===== src/rtl/hvac_zone_scheduler_if.sv =====
// ---------------------------------------------------------------------------
// hvac_zone_scheduler_if
// Bundles the zone-facing inputs and plant-facing outputs of the HVAC zone
// scheduler.
//   temps    : 5 bits per zone, zone i at temps[5*i +: 5], unsigned
//   zone_en  : per-zone enable; a disabled zone never requests the plant
//   heating  : plant heating on (registered)
//   cooling  : plant cooling on (registered)
//   zone_sel : one-hot granted zone, 0 when no zone holds the plant
//   busy     : high while a grant is running or during changeover
// Modports: master drives temps/zone_en (environment side),
//           slave drives the plant outputs (scheduler side).
// ---------------------------------------------------------------------------
interface hvac_zone_scheduler_if #(
    parameter int NUM_ZONES = 4
);
    logic [5*NUM_ZONES-1:0] temps;
    logic [NUM_ZONES-1:0]   zone_en;
    logic                   heating;
    logic                   cooling;
    logic [NUM_ZONES-1:0]   zone_sel;
    logic                   busy;

    modport master (
        output temps, zone_en,
        input  heating, cooling, zone_sel, busy
    );

    modport slave (
        input  temps, zone_en,
        output heating, cooling, zone_sel, busy
    );
endinterface


===== src/rtl/hvac_zone_scheduler.sv =====
// ---------------------------------------------------------------------------
// hvac_zone_scheduler
// Shares one heating/cooling plant between NUM_ZONES thermostat zones.
// Each zone's demand is derived from its temperature; the plant is granted to
// one zone at a time in round-robin order, held for at least MIN_RUN cycles,
// and followed by an all-off changeover gap of CHANGEOVER cycles.
//
// Ports:
//   clk    : system clock, rising edge
//   rst_n  : asynchronous active-low reset
//   bus    : hvac_zone_scheduler_if.slave (temps, zone_en in;
//            heating, cooling, zone_sel, busy out)
//
// Optional feature macro: HVAC_SCHED_PREEMPT_EN
//   When defined, a grant that has run for MAX_RUN cycles is released as soon
//   as any other zone has demand. When undefined there is no MAX_RUN logic.
// ---------------------------------------------------------------------------
module hvac_zone_scheduler #(
    parameter int NUM_ZONES  = 4,
    parameter int MIN_RUN    = 8,
    parameter int CHANGEOVER = 4,
    parameter int MAX_RUN    = 32,
    parameter int HEAT_ON    = 18,
    parameter int HEAT_OFF   = 20,
    parameter int COOL_ON    = 22,
    parameter int COOL_OFF   = 20
) (
    input  logic                   clk,
    input  logic                   rst_n,
    hvac_zone_scheduler_if.slave   bus
);

    localparam int PTR_W = (NUM_ZONES > 1) ? $clog2(NUM_ZONES) : 1;

`ifdef HVAC_SCHED_PREEMPT_EN
    localparam int CNT_MAX_A = (MAX_RUN > MIN_RUN) ? MAX_RUN : MIN_RUN;
`else
    localparam int CNT_MAX_A = MIN_RUN;
`endif
    localparam int CNT_MAX = (CNT_MAX_A > CHANGEOVER) ? CNT_MAX_A : CHANGEOVER;
    localparam int CNT_W   = $clog2(CNT_MAX + 1);

    localparam logic [4:0] HEAT_ON_T  = 5'(HEAT_ON);
    localparam logic [4:0] HEAT_OFF_T = 5'(HEAT_OFF);
    localparam logic [4:0] COOL_ON_T  = 5'(COOL_ON);
    localparam logic [4:0] COOL_OFF_T = 5'(COOL_OFF);

    localparam logic [CNT_W-1:0] MIN_RUN_C    = CNT_W'(MIN_RUN);
    localparam logic [CNT_W-1:0] CHANGEOVER_C = CNT_W'(CHANGEOVER);
`ifdef HVAC_SCHED_PREEMPT_EN
    localparam logic [CNT_W-1:0] MAX_RUN_C    = CNT_W'(MAX_RUN);
`endif

    localparam logic [1:0] ST_IDLE       = 2'd0;
    localparam logic [1:0] ST_RUN_HEAT   = 2'd1;
    localparam logic [1:0] ST_RUN_COOL   = 2'd2;
    localparam logic [1:0] ST_CHANGEOVER = 2'd3;

    logic [1:0]           state_q,    state_d;
    logic [CNT_W-1:0]     run_cnt_q,  run_cnt_d;
    logic [PTR_W-1:0]     rr_ptr_q,   rr_ptr_d;
    logic                 heating_q,  heating_d;
    logic                 cooling_q,  cooling_d;
    logic [NUM_ZONES-1:0] zone_sel_q, zone_sel_d;
    logic                 busy_q,     busy_d;

    logic [NUM_ZONES-1:0] heat_req;
    logic [NUM_ZONES-1:0] cool_req;
    logic [4:0]           zone_temp;
    logic [4:0]           gnt_temp;
    logic                 gnt_en;
    logic                 satisfied;
    logic                 release_grant;
    logic                 found;
    logic [PTR_W-1:0]     cand_ptr;
    logic [PTR_W-1:0]     sel_ptr;
`ifdef HVAC_SCHED_PREEMPT_EN
    logic                 preempt;
`endif

    // Per-zone demand; HEAT_ON < COOL_ON keeps the two requests exclusive.
    always_comb begin
        heat_req  = '0;
        cool_req  = '0;
        zone_temp = '0;
        for (int unsigned i = 0; i < NUM_ZONES; i++) begin
            zone_temp   = bus.temps[5*i +: 5];
            heat_req[i] = bus.zone_en[i] && (zone_temp <= HEAT_ON_T);
            cool_req[i] = bus.zone_en[i] && (zone_temp >= COOL_ON_T);
        end
    end

    // rr_ptr doubles as the index of the granted zone while running.
    assign gnt_temp = bus.temps[5*int'(rr_ptr_q) +: 5];
    assign gnt_en   = bus.zone_en[rr_ptr_q];

    always_comb begin
        state_d       = state_q;
        run_cnt_d     = run_cnt_q;
        rr_ptr_d      = rr_ptr_q;
        heating_d     = heating_q;
        cooling_d     = cooling_q;
        zone_sel_d    = zone_sel_q;
        busy_d        = busy_q;
        satisfied     = 1'b0;
        release_grant = 1'b0;
        found         = 1'b0;
        cand_ptr      = '0;
        sel_ptr       = '0;
`ifdef HVAC_SCHED_PREEMPT_EN
        preempt       = 1'b0;
`endif

        case (state_q)
            ST_IDLE: begin
                // Search rr_ptr+1 .. rr_ptr cyclically; first requester wins.
                for (int unsigned k = 1; k <= NUM_ZONES; k++) begin
                    cand_ptr = PTR_W'((int'(rr_ptr_q) + k) % NUM_ZONES);
                    if (!found && (heat_req[cand_ptr] || cool_req[cand_ptr])) begin
                        found   = 1'b1;
                        sel_ptr = cand_ptr;
                    end
                end
                if (found) begin
                    state_d             = heat_req[sel_ptr] ? ST_RUN_HEAT : ST_RUN_COOL;
                    heating_d           = heat_req[sel_ptr];
                    cooling_d           = ~heat_req[sel_ptr];
                    zone_sel_d          = '0;
                    zone_sel_d[sel_ptr] = 1'b1;
                    rr_ptr_d            = sel_ptr;
                    run_cnt_d           = CNT_W'(1);
                    busy_d              = 1'b1;
                end
            end

            ST_RUN_HEAT, ST_RUN_COOL: begin
                if (run_cnt_q != '1) begin
                    run_cnt_d = run_cnt_q + 1'b1;
                end
                satisfied = (state_q == ST_RUN_HEAT) ? (gnt_temp >= HEAT_OFF_T)
                                                     : (gnt_temp <= COOL_OFF_T);
`ifdef HVAC_SCHED_PREEMPT_EN
                preempt = (run_cnt_q >= MAX_RUN_C) &&
                          (|((heat_req | cool_req) & ~zone_sel_q));
                release_grant = !gnt_en || ((run_cnt_q >= MIN_RUN_C) && satisfied) || preempt;
`else
                release_grant = !gnt_en || ((run_cnt_q >= MIN_RUN_C) && satisfied);
`endif
                if (release_grant) begin
                    state_d    = ST_CHANGEOVER;
                    heating_d  = 1'b0;
                    cooling_d  = 1'b0;
                    zone_sel_d = '0;
                    run_cnt_d  = CNT_W'(1);
                    busy_d     = 1'b1;
                end
            end

            default: begin
                // Changeover: run_cnt counts 1..CHANGEOVER with busy held high.
                if (run_cnt_q >= CHANGEOVER_C) begin
                    state_d   = ST_IDLE;
                    run_cnt_d = '0;
                    busy_d    = 1'b0;
                end else begin
                    run_cnt_d = run_cnt_q + 1'b1;
                end
            end
        endcase
    end

    always_ff @(posedge clk or negedge rst_n) begin
        if (!rst_n) begin
            state_q    <= ST_IDLE;
            run_cnt_q  <= '0;
            rr_ptr_q   <= PTR_W'(NUM_ZONES - 1);
            heating_q  <= 1'b0;
            cooling_q  <= 1'b0;
            zone_sel_q <= '0;
            busy_q     <= 1'b0;
        end else begin
            state_q    <= state_d;
            run_cnt_q  <= run_cnt_d;
            rr_ptr_q   <= rr_ptr_d;
            heating_q  <= heating_d;
            cooling_q  <= cooling_d;
            zone_sel_q <= zone_sel_d;
            busy_q     <= busy_d;
        end
    end

    assign bus.heating  = heating_q;
    assign bus.cooling  = cooling_q;
    assign bus.zone_sel = zone_sel_q;
    assign bus.busy     = busy_q;

endmodule


===== src/flat_wrapper.sv =====
// flat-port wrapper written by rule: the top's interface ports become plain ports
module hvac_zone_scheduler_flat 
#(
    parameter int NUM_ZONES  = 4,
    parameter int MIN_RUN    = 8,
    parameter int CHANGEOVER = 4,
    parameter int MAX_RUN    = 32,
    parameter int HEAT_ON    = 18,
    parameter int HEAT_OFF   = 20,
    parameter int COOL_ON    = 22,
    parameter int COOL_OFF   = 20
)
  (clk, rst_n, bus_temps, bus_zone_en, bus_heating, bus_cooling, bus_zone_sel, bus_busy);
  hvac_zone_scheduler_if #(.NUM_ZONES(NUM_ZONES)) bus_i ();
  input  logic clk;
  input  logic rst_n;
  input wire logic [$bits(bus_i.temps)-1:0] bus_temps;
  input wire logic [$bits(bus_i.zone_en)-1:0] bus_zone_en;
  output wire logic [$bits(bus_i.heating)-1:0] bus_heating;
  output wire logic [$bits(bus_i.cooling)-1:0] bus_cooling;
  output wire logic [$bits(bus_i.zone_sel)-1:0] bus_zone_sel;
  output wire logic [$bits(bus_i.busy)-1:0] bus_busy;
  assign bus_i.temps = bus_temps;
  assign bus_i.zone_en = bus_zone_en;
  assign bus_heating = bus_i.heating;
  assign bus_cooling = bus_i.cooling;
  assign bus_zone_sel = bus_i.zone_sel;
  assign bus_busy = bus_i.busy;
  hvac_zone_scheduler #(.NUM_ZONES(NUM_ZONES), .MIN_RUN(MIN_RUN), .CHANGEOVER(CHANGEOVER), .MAX_RUN(MAX_RUN), .HEAT_ON(HEAT_ON), .HEAT_OFF(HEAT_OFF), .COOL_ON(COOL_ON), .COOL_OFF(COOL_OFF)) u_core (.clk(clk), .rst_n(rst_n), .bus(bus_i));
endmodule

===== config.mk =====
export PLATFORM = sky130hd
export DESIGN_NAME = hvac_zone_scheduler_flat
export DESIGN_NICKNAME = d
export VERILOG_FILES = /design/src/rtl/hvac_zone_scheduler_if.sv /design/src/rtl/hvac_zone_scheduler.sv /design/src/flat_wrapper.sv
export SDC_FILE = /design/constraint.sdc
export NUM_CORES = 1
export LEC_CHECK = 0
export CAP_MARGIN = 10
export CORE_MARGIN = 5
export CORE_UTILIZATION = 49
export DETAILED_ROUTE_END_ITERATION = 10
export PLACE_DENSITY = 0.82
export SETUP_SLACK_MARGIN = 0.5
export SYNTH_ARGS = -nofsm -noshare
export SYNTH_HDL_FRONTEND = slang
export SYNTH_SLANG_ARGS = --single-unit

===== constraint.sdc =====
create_clock -name clk -period 3.1 [get_ports clk]
set_input_delay 0.465 -clock clk [delete_from_list [all_inputs] [get_ports clk]]
set_output_delay 0.465 -clock clk [all_outputs]
set_load 0.005 [all_outputs]

==> out/qor.csv, run 1 <==
stage,metric,value,unit
routing,Total Wirelength,3610,um
worst_setup_path,critical path class,in -> reg,
worst_setup_path,CP Launch Type,input pin,
power,Lkg Pwr,0.723,nW
yosys,synth top area cells,"dfrtp_1, mux4_2, ha_1",
yosys,share of the synthesized area in the top cell type,24.0,%
routing,Final ANT Viol Nets,0,
global_routing,met1 Use GR,21.2,%
yosys,Synth Area per Inst,9.34,um2
flow_run,max capacitance violation total,0,
worst_setup_path,reg-to-reg endpoint,u_core.state_q[0],
worst_setup_path,"setup slack, reg-to-reg",0.68,ns
placed_design,post-place instance area,0.00169,mm2
worst_setup_path,Crit. End Element,flip-flop,
final_layout,most frequent cells in the layout,"clkdlybuf4s50_1, dfrtp_1, inv_1, nand2_1",
worst_setup_path,"Req. time, crit path",3.31,ns
yosys,Cells after Synth,145,
yosys,Post-synth EDFFs,0,
placed_design,dpl hpwl,2850,um
final_layout,Nets,218,
routing,drt first pass iters,4,
final_layout,ant diodes,0,
yosys,register area share after synthesis,27.9,%
routing,DRC violations left,0,
yosys,post-synth cell types,49,
cts,TritonCTS buffer count,3,
timing,setup TNS,0,ns
yosys,synthesized area,0.00135,mm2
global_routing,vias in the first global route,1349,
timing,final worst path period share,83.3,%
yosys,post-synth top area cell,dfrtp_1,
global_routing,largest net degree at the start of global routing,16,
global_routing,first-pass GRT wire length,5920,um
global_routing,GRT met2 Usage,32.6,%
cts,worst skew pair latency,0.30,ns
floorplanning,Die ar.,0.00391,mm2
final_layout,Register Area,378,um2
worst_setup_path,R2R depth,7,
global_routing,M3 GR Usage,3.78,%
yosys,post-synthesis net count,177,
final_layout,"most common cell after layout, fill and taps aside",clkdlybuf4s50_1,
timing,Max Clk Rate,387,MHz
routing,post-DR wirelength/cell,16.7,um
worst_setup_path,critical path arrival,2.79,ns
yosys,"Primary FF master, synth",dfrtp_1,
worst_setup_path,CP Cell Sequence,"clkdlybuf4s50_1, or2_0, mux4_2, a21oi_2, o211ai_2, a211o_4, or2_0, o221ai_1",
final_layout,Finished Layout Cells,216,
worst_setup_path,Critical R2R Launch,u_core.rr_ptr_q[1],
worst_setup_path,crit path max-delay cell type,clkdlybuf4s50_1,
global_routing,most used routing layer in global routing,met2,
outcome,status,"complete, no violations",
placed_design,PortBufs,32,
final_layout,Final Cell Area,0.00180,mm2
final_layout,area of the multi-input gates,925,um2
final_layout,synth-to-layout area growth,32.8,%
cts,htree depth,1,
worst_setup_path,"most used cell, CP",or2_0,
placed_design,gpl congestion,0.915,
hold_path,WHS Endpoint,u_core.bus.zone_sel[2],
floorplanning,Core Box Area,0.00271,mm2
timing,Fin. Hold Viols,0,
yosys,"flops & latches, synth",15,
floorplanning,initial core utilization,50.0,%
yosys,Synth async-reset ratio,100,%
timing,setup violators final,0,
hold_path,HP Start,u_core.bus.zone_sel[2],
worst_setup_path,crit-path max FO,9,
placed_design,Cells after DPL,205,
timing,Clock Skew,0.00128,ns
hold_path,Worst Hold Class,reg -> reg,
final_layout,Fill cells,211,
global_routing,all-layer global routing usage,18.0,%
power,PD cells,789,mW/mm2
floorplanning,boundary pin count,33,
routing,initial DRC count,74,
routing,total number of vias,1359,
routing,via/cell ratio,6.29,
floorplanning,row count,19,
cts,clock sink count,15,
global_routing,initial antenna violation count,0,
floorplanning,die extent in y,62.6,um
cts,CTS tree,done,
timing,final worst path period need,2.58,ns
floorplanning,die width,62.6,um
cts,clk buf depth,2,
timing,Pins Over Slew Limit,0,
cts,CTS clock-pin slew for the worst setup and hold paths,0.10,ns
cts,clk root buf,clkbuf_4,
hold_path,Worst Hold Depth,2,
power,Peak VDD IR,0.677,mV
final_layout,fraction of final layout cells sized beyond drive strength 1,17.3,%
timing,RSZ-0062 raised after global routing,yes,
yosys,Syn. warnings,0,
timing,Tightest Pin Transition,0.655,ns
worst_setup_path,Worst path max stage delay,0.48,ns
timing,Slew HR,56.2,%
global_routing,grt total ovfl,0,
[registers in the layout, indices dropped and copies added (netlist names)]
name                 flops
u_core.bus.zone_sel      4
u_core.run_cnt_q         4
u_core.rr_ptr_q          2
u_core.state_q           2
u_core.bus.busy          1
u_core.bus.cooling       1
u_core.bus.heating       1
[routing by layer]
layer	up-vias	part of all wire, %
li1	638	-
met1	666	40
met2	47	52
met3	8	5.9
met4	0	2.0
met5	-	0
[cell type report]
cell class / instances / area share [%]
Clock inverter: 1 / 0.278
Sequential cell: 15 / 21.0
Multi-Input combinational cell: 113 / 51.4
Clock buffer: 3 / 1.25
Tap cell: 31 / 2.16
Timing Repair Buffer: 40 / 21.2
Inverter: 13 / 2.71
[timing repair]
item	in CTS	in global routing
resized for setup	1	6
setup endpoints to repair	2	5
buffers inserted	0	7
hold buffers	0	0
pin swaps	0	3
[Yosys cell counts (4+ instances only)]
master and instances:
dfrtp_1 13, inv_1 12, nand2_1 12, nor2_1 8, a21oi_1 6, ha_1 6
o21ai_0 6, mux4_2 5, o211ai_1 5, a211o_1 4, and2_1 4
[stage by stage]
stage	util, %	setup slack [ns]	hold WS, ns	power [mW]
3_5_place_dp	62.3	0.162	0.483	1.19
4_1_cts	63.4	0.508	0.510	1.31
6_report	66.3	0.519	0.498	1.42
5_1_grt	66.3	0.465	0.537	1.53
3_3_place_gp	62.3	0.239	0.465	1.16
2_1_floorplan	-	0.806	0.169	0.987
[worst max path at each step]
stage / from / to / slack, ns / cells after the start
floorplan: bus_temps[0] / u_core.bus.zone_sel[1] / 0.81 / 7
global placement: bus_temps[0] / u_core.state_q[0] / 0.24 / 8
detailed placement: bus_temps[0] / u_core.state_q[0] / 0.16 / 8
CTS: bus_temps[19] / u_core.state_q[1] / 0.51 / 8
global route: bus_temps[16] / u_core.state_q[0] / 0.47 / 8
finish: bus_temps[16] / u_core.state_q[0] / 0.52 / 8
[where the power goes]
| part | leakage, nW | total [mW] | internal [mW] | switching [mW] |
|---|---|---|---|---|
| Combinational | 0.518 | 0.935 | 0.465 | 0.469 |
| Sequential | 0.187 | 0.364 | 0.284 | 0.0800 |
| Clock | 0.0177 | 0.119 | 0.0481 | 0.0713 |
| Total | 0.723 | 1.42 | 0.797 | 0.621 |
[worst max-delay path: cells and delay by family]
kind | cells | cell delay (ns)
AOI/OAI and AO/OA | 4 | 0.89
and+or+nand+nor | 2 | 0.50
buffers and inverters | 1 | 0.48
muxes | 1 | 0.47
[cell families after synthesis]
family,synth area share [%]
adder cells (fa/ha/maj),5.55
multiplexers,10.6
buffers and inverters,5.91
AO/OA/AOI/OAI,28.5
flip-flops,27.9
AND/OR/NAND/NOR,21.5
Power figures use the tool's default switching activity.
==> inputs of run 2 (changes only) <==
Settings changed: CORE_UTILIZATION 49 to 45, PLACE_DENSITY 0.82 to 0.8.
Clock period 3.1 ns to 2.15 ns, I/O delays scaled along.
==> run 2 against run 1 <==
- the flow now finishes with violations (setup timing)
- worst setup slack got worse by 0.74 ns
- non-clock buffer count increased by 32
- cell area increased by 25%
- critical path depth decreased by 2
- global-route usage increased by 5.6 points
- wire length increased by 39%
- first-iteration DRC count increased by 62%
- total power increased by 82%
- count of clock-buffer cells in the layout unchanged
- sequential power increased by 46%
- largest cell class unchanged
- register-to-register slack got worse by 0.90 ns
- sequential cell count unchanged
==> out/qor.csv, run 2 (same netlist as run 1, synthesis figures left out) <==
stage,metric,value,unit
outcome,status,"finished, violations left",
outcome,failing checks,setup timing,
power,Peak VDD IR,0.811,mV
cts,"Hold-fix buffers, CTS",0,
cts,worst skew pair latency,0.29,ns
final_layout,"most common cell after layout, fill and taps aside",buf_4,
timing,Pins Over Slew Limit,0,
cts,clk root buf,clkbuf_4,
floorplanning,Core Box Area,0.00298,mm2
hold_path,Worst Hold Class,in -> async,
flow_run,max capacitance violation total,0,
final_layout,Fill cells,183,
routing,Total Wirelength,5020,um
timing,final worst path period need,2.37,ns
timing,final worst path period share,110,%
cts,CTS clock-pin slew for the worst setup and hold paths,0.10,ns
final_layout,Register Area,378,um2
final_layout,Nets,251,
final_layout,Finished Layout Cells,251,
final_layout,ant diodes,0,
placed_design,Cells after DPL,232,
global_routing,initial antenna violation count,0,
routing,post-DR wirelength/cell,20.0,um
timing,Slew HR,52.1,%
timing,fin worst setup slack,-0.218,ns
worst_setup_path,critical path class,reg -> reg,
floorplanning,Die ar.,0.00421,mm2
placed_design,PortBufs,32,
cts,clk buf depth,2,
worst_setup_path,CP Launch Type,flip-flop,
global_routing,vias in the first global route,1627,
routing,via/cell ratio,6.44,
cts,CTS tree,done,
floorplanning,die extent in y,64.9,um
global_routing,all-layer global routing usage,23.6,%
placed_design,gpl congestion,0.840,
worst_setup_path,Crit. End Element,flip-flop,
worst_setup_path,"Req. time, crit path",2.36,ns
floorplanning,boundary pin count,33,
cts,htree depth,1,
timing,Fin. Hold Viols,0,
global_routing,first-pass GRT wire length,7740,um
final_layout,synth-to-layout area growth,66.2,%
placed_design,dpl hpwl,3200,um
timing,Clock Skew,0.00314,ns
cts,clock sink count,15,
placed_design,"worst slack, placed",-0.601,ns
worst_setup_path,critical path arrival,2.58,ns
timing,Max Clk Rate,422,MHz
routing,Final ANT Viol Nets,0,
final_layout,fraction of final layout cells sized beyond drive strength 1,38.1,%
cts,TritonCTS buffer count,3,
floorplanning,initial core utilization,45.5,%
final_layout,most frequent cells in the layout,"buf_4, clkdlybuf4s50_1, dfrtp_1, inv_1, nand2_1",
routing,total number of vias,1617,
worst_setup_path,crit-path max FO,6,
timing,WHS,0.448,ns
power,PD cells,1140,mW/mm2
global_routing,largest net degree at the start of global routing,16,
placed_design,post-place instance area,0.00188,mm2
routing,initial DRC count,120,
floorplanning,row count,20,
routing,DRC violations left,0,
timing,setup violators final,12,
routing,drt first pass iters,4,
global_routing,grt total ovfl,0,
timing,RSZ-0062 raised after global routing,yes,
final_layout,Final Cell Area,0.00225,mm2
floorplanning,die width,64.9,um
timing,Tightest Pin Transition,0.717,ns
power,Lkg Pwr,1.01,nW
final_layout,area of the multi-input gates,0.00110,mm2
==> run 2: cell count changes in the layout (fill, tap and decap cells not counted), moves of 3 or more <==
| cell | delta |
|---|---|
| dlygate4sd2_1 | +8 |
| clkdlybuf4s50_1 | -17 |
| buf_6 | +5 |
| buf_4 | +27 |
| dlymetal6s2s_1 | +9 |
| o21ai_0 | -3 |
==> run 2: timing repair <==
item | 4_1_cts | 5_1_grt
setup endpoints to repair | 15 | 15
buffers inserted | 8 | 6
cloned | 1 | 0
resized for setup | 29 | 27
pin swaps | 9 | 11
==> run 2: worst paths after layout <==
path | startpoint | end | slack [ns] | depth (start not counted)
min in group clk | u_core.bus.zone_sel[3] | u_core.bus.zone_sel[3] | 0.51 | 2
worst max register to register | u_core.rr_ptr_q[1] | u_core.state_q[0] | -0.22 | 6
max in group asynchronous | rst_n | u_core.run_cnt_q[0] | 1.25 | 1
worst max-delay path | u_core.rr_ptr_q[1] | u_core.state_q[0] | -0.22 | 6
worst min register to register | u_core.bus.zone_sel[3] | u_core.bus.zone_sel[3] | 0.51 | 2
worst min-delay path | rst_n | u_core.state_q[0] | 0.45 | 1
==> run 2: through the flow <==
step | power, mW | setup TNS, ns | utilization, %
floorplan | 1.44 | -0.146 | -
global placement | 1.87 | -4.75 | 63.2
detailed placement | 1.94 | -5.83 | 63.2
CTS | 2.36 | -1.34 | 69.5
global route | 2.74 | -3.21 | 75.5
finish | 2.57 | -1.94 | 75.5
==> run 2: final cells by class <==
cell class | instances | area share, %
clock buffers | 3 | 1.00
flip-flops and latches | 15 | 16.8
inverters | 13 | 2.17
repair buffers | 72 | 29.0
multi-input cells | 114 | 49.0
clock inverters | 1 | 0.222
well taps | 33 | 1.84
==> run 2: worst max-delay path, stage by stage, from the launching register on <==
cell      delay [ns]
dfstp_2         0.65
mux4_2          0.55
a21oi_2         0.17
o211ai_2        0.12
a211o_4         0.38
or2_1           0.23
o221ai_1        0.18
==> run 2: metal layers <==
metal / vias up / share of wire (%) / wire, um / GRT usage (%)
li1: 711 / - / - / -
met1: 817 / 39 / 1950 / 26.8
met2: 71 / 53 / 2650 / 42.7
met3: 18 / 6.0 / 303 / 4.85
met4: 0 / 2.3 / 113 / 9.23
met5: - / 0 / 0 / 0
==> run 2: report_power, final <==
part / total [mW] / internal (mW) / switching (mW)
sequential: 0.532 / 0.410 / 0.122
clock: 0.171 / 0.0692 / 0.102
combinational: 1.87 / 0.984 / 0.887
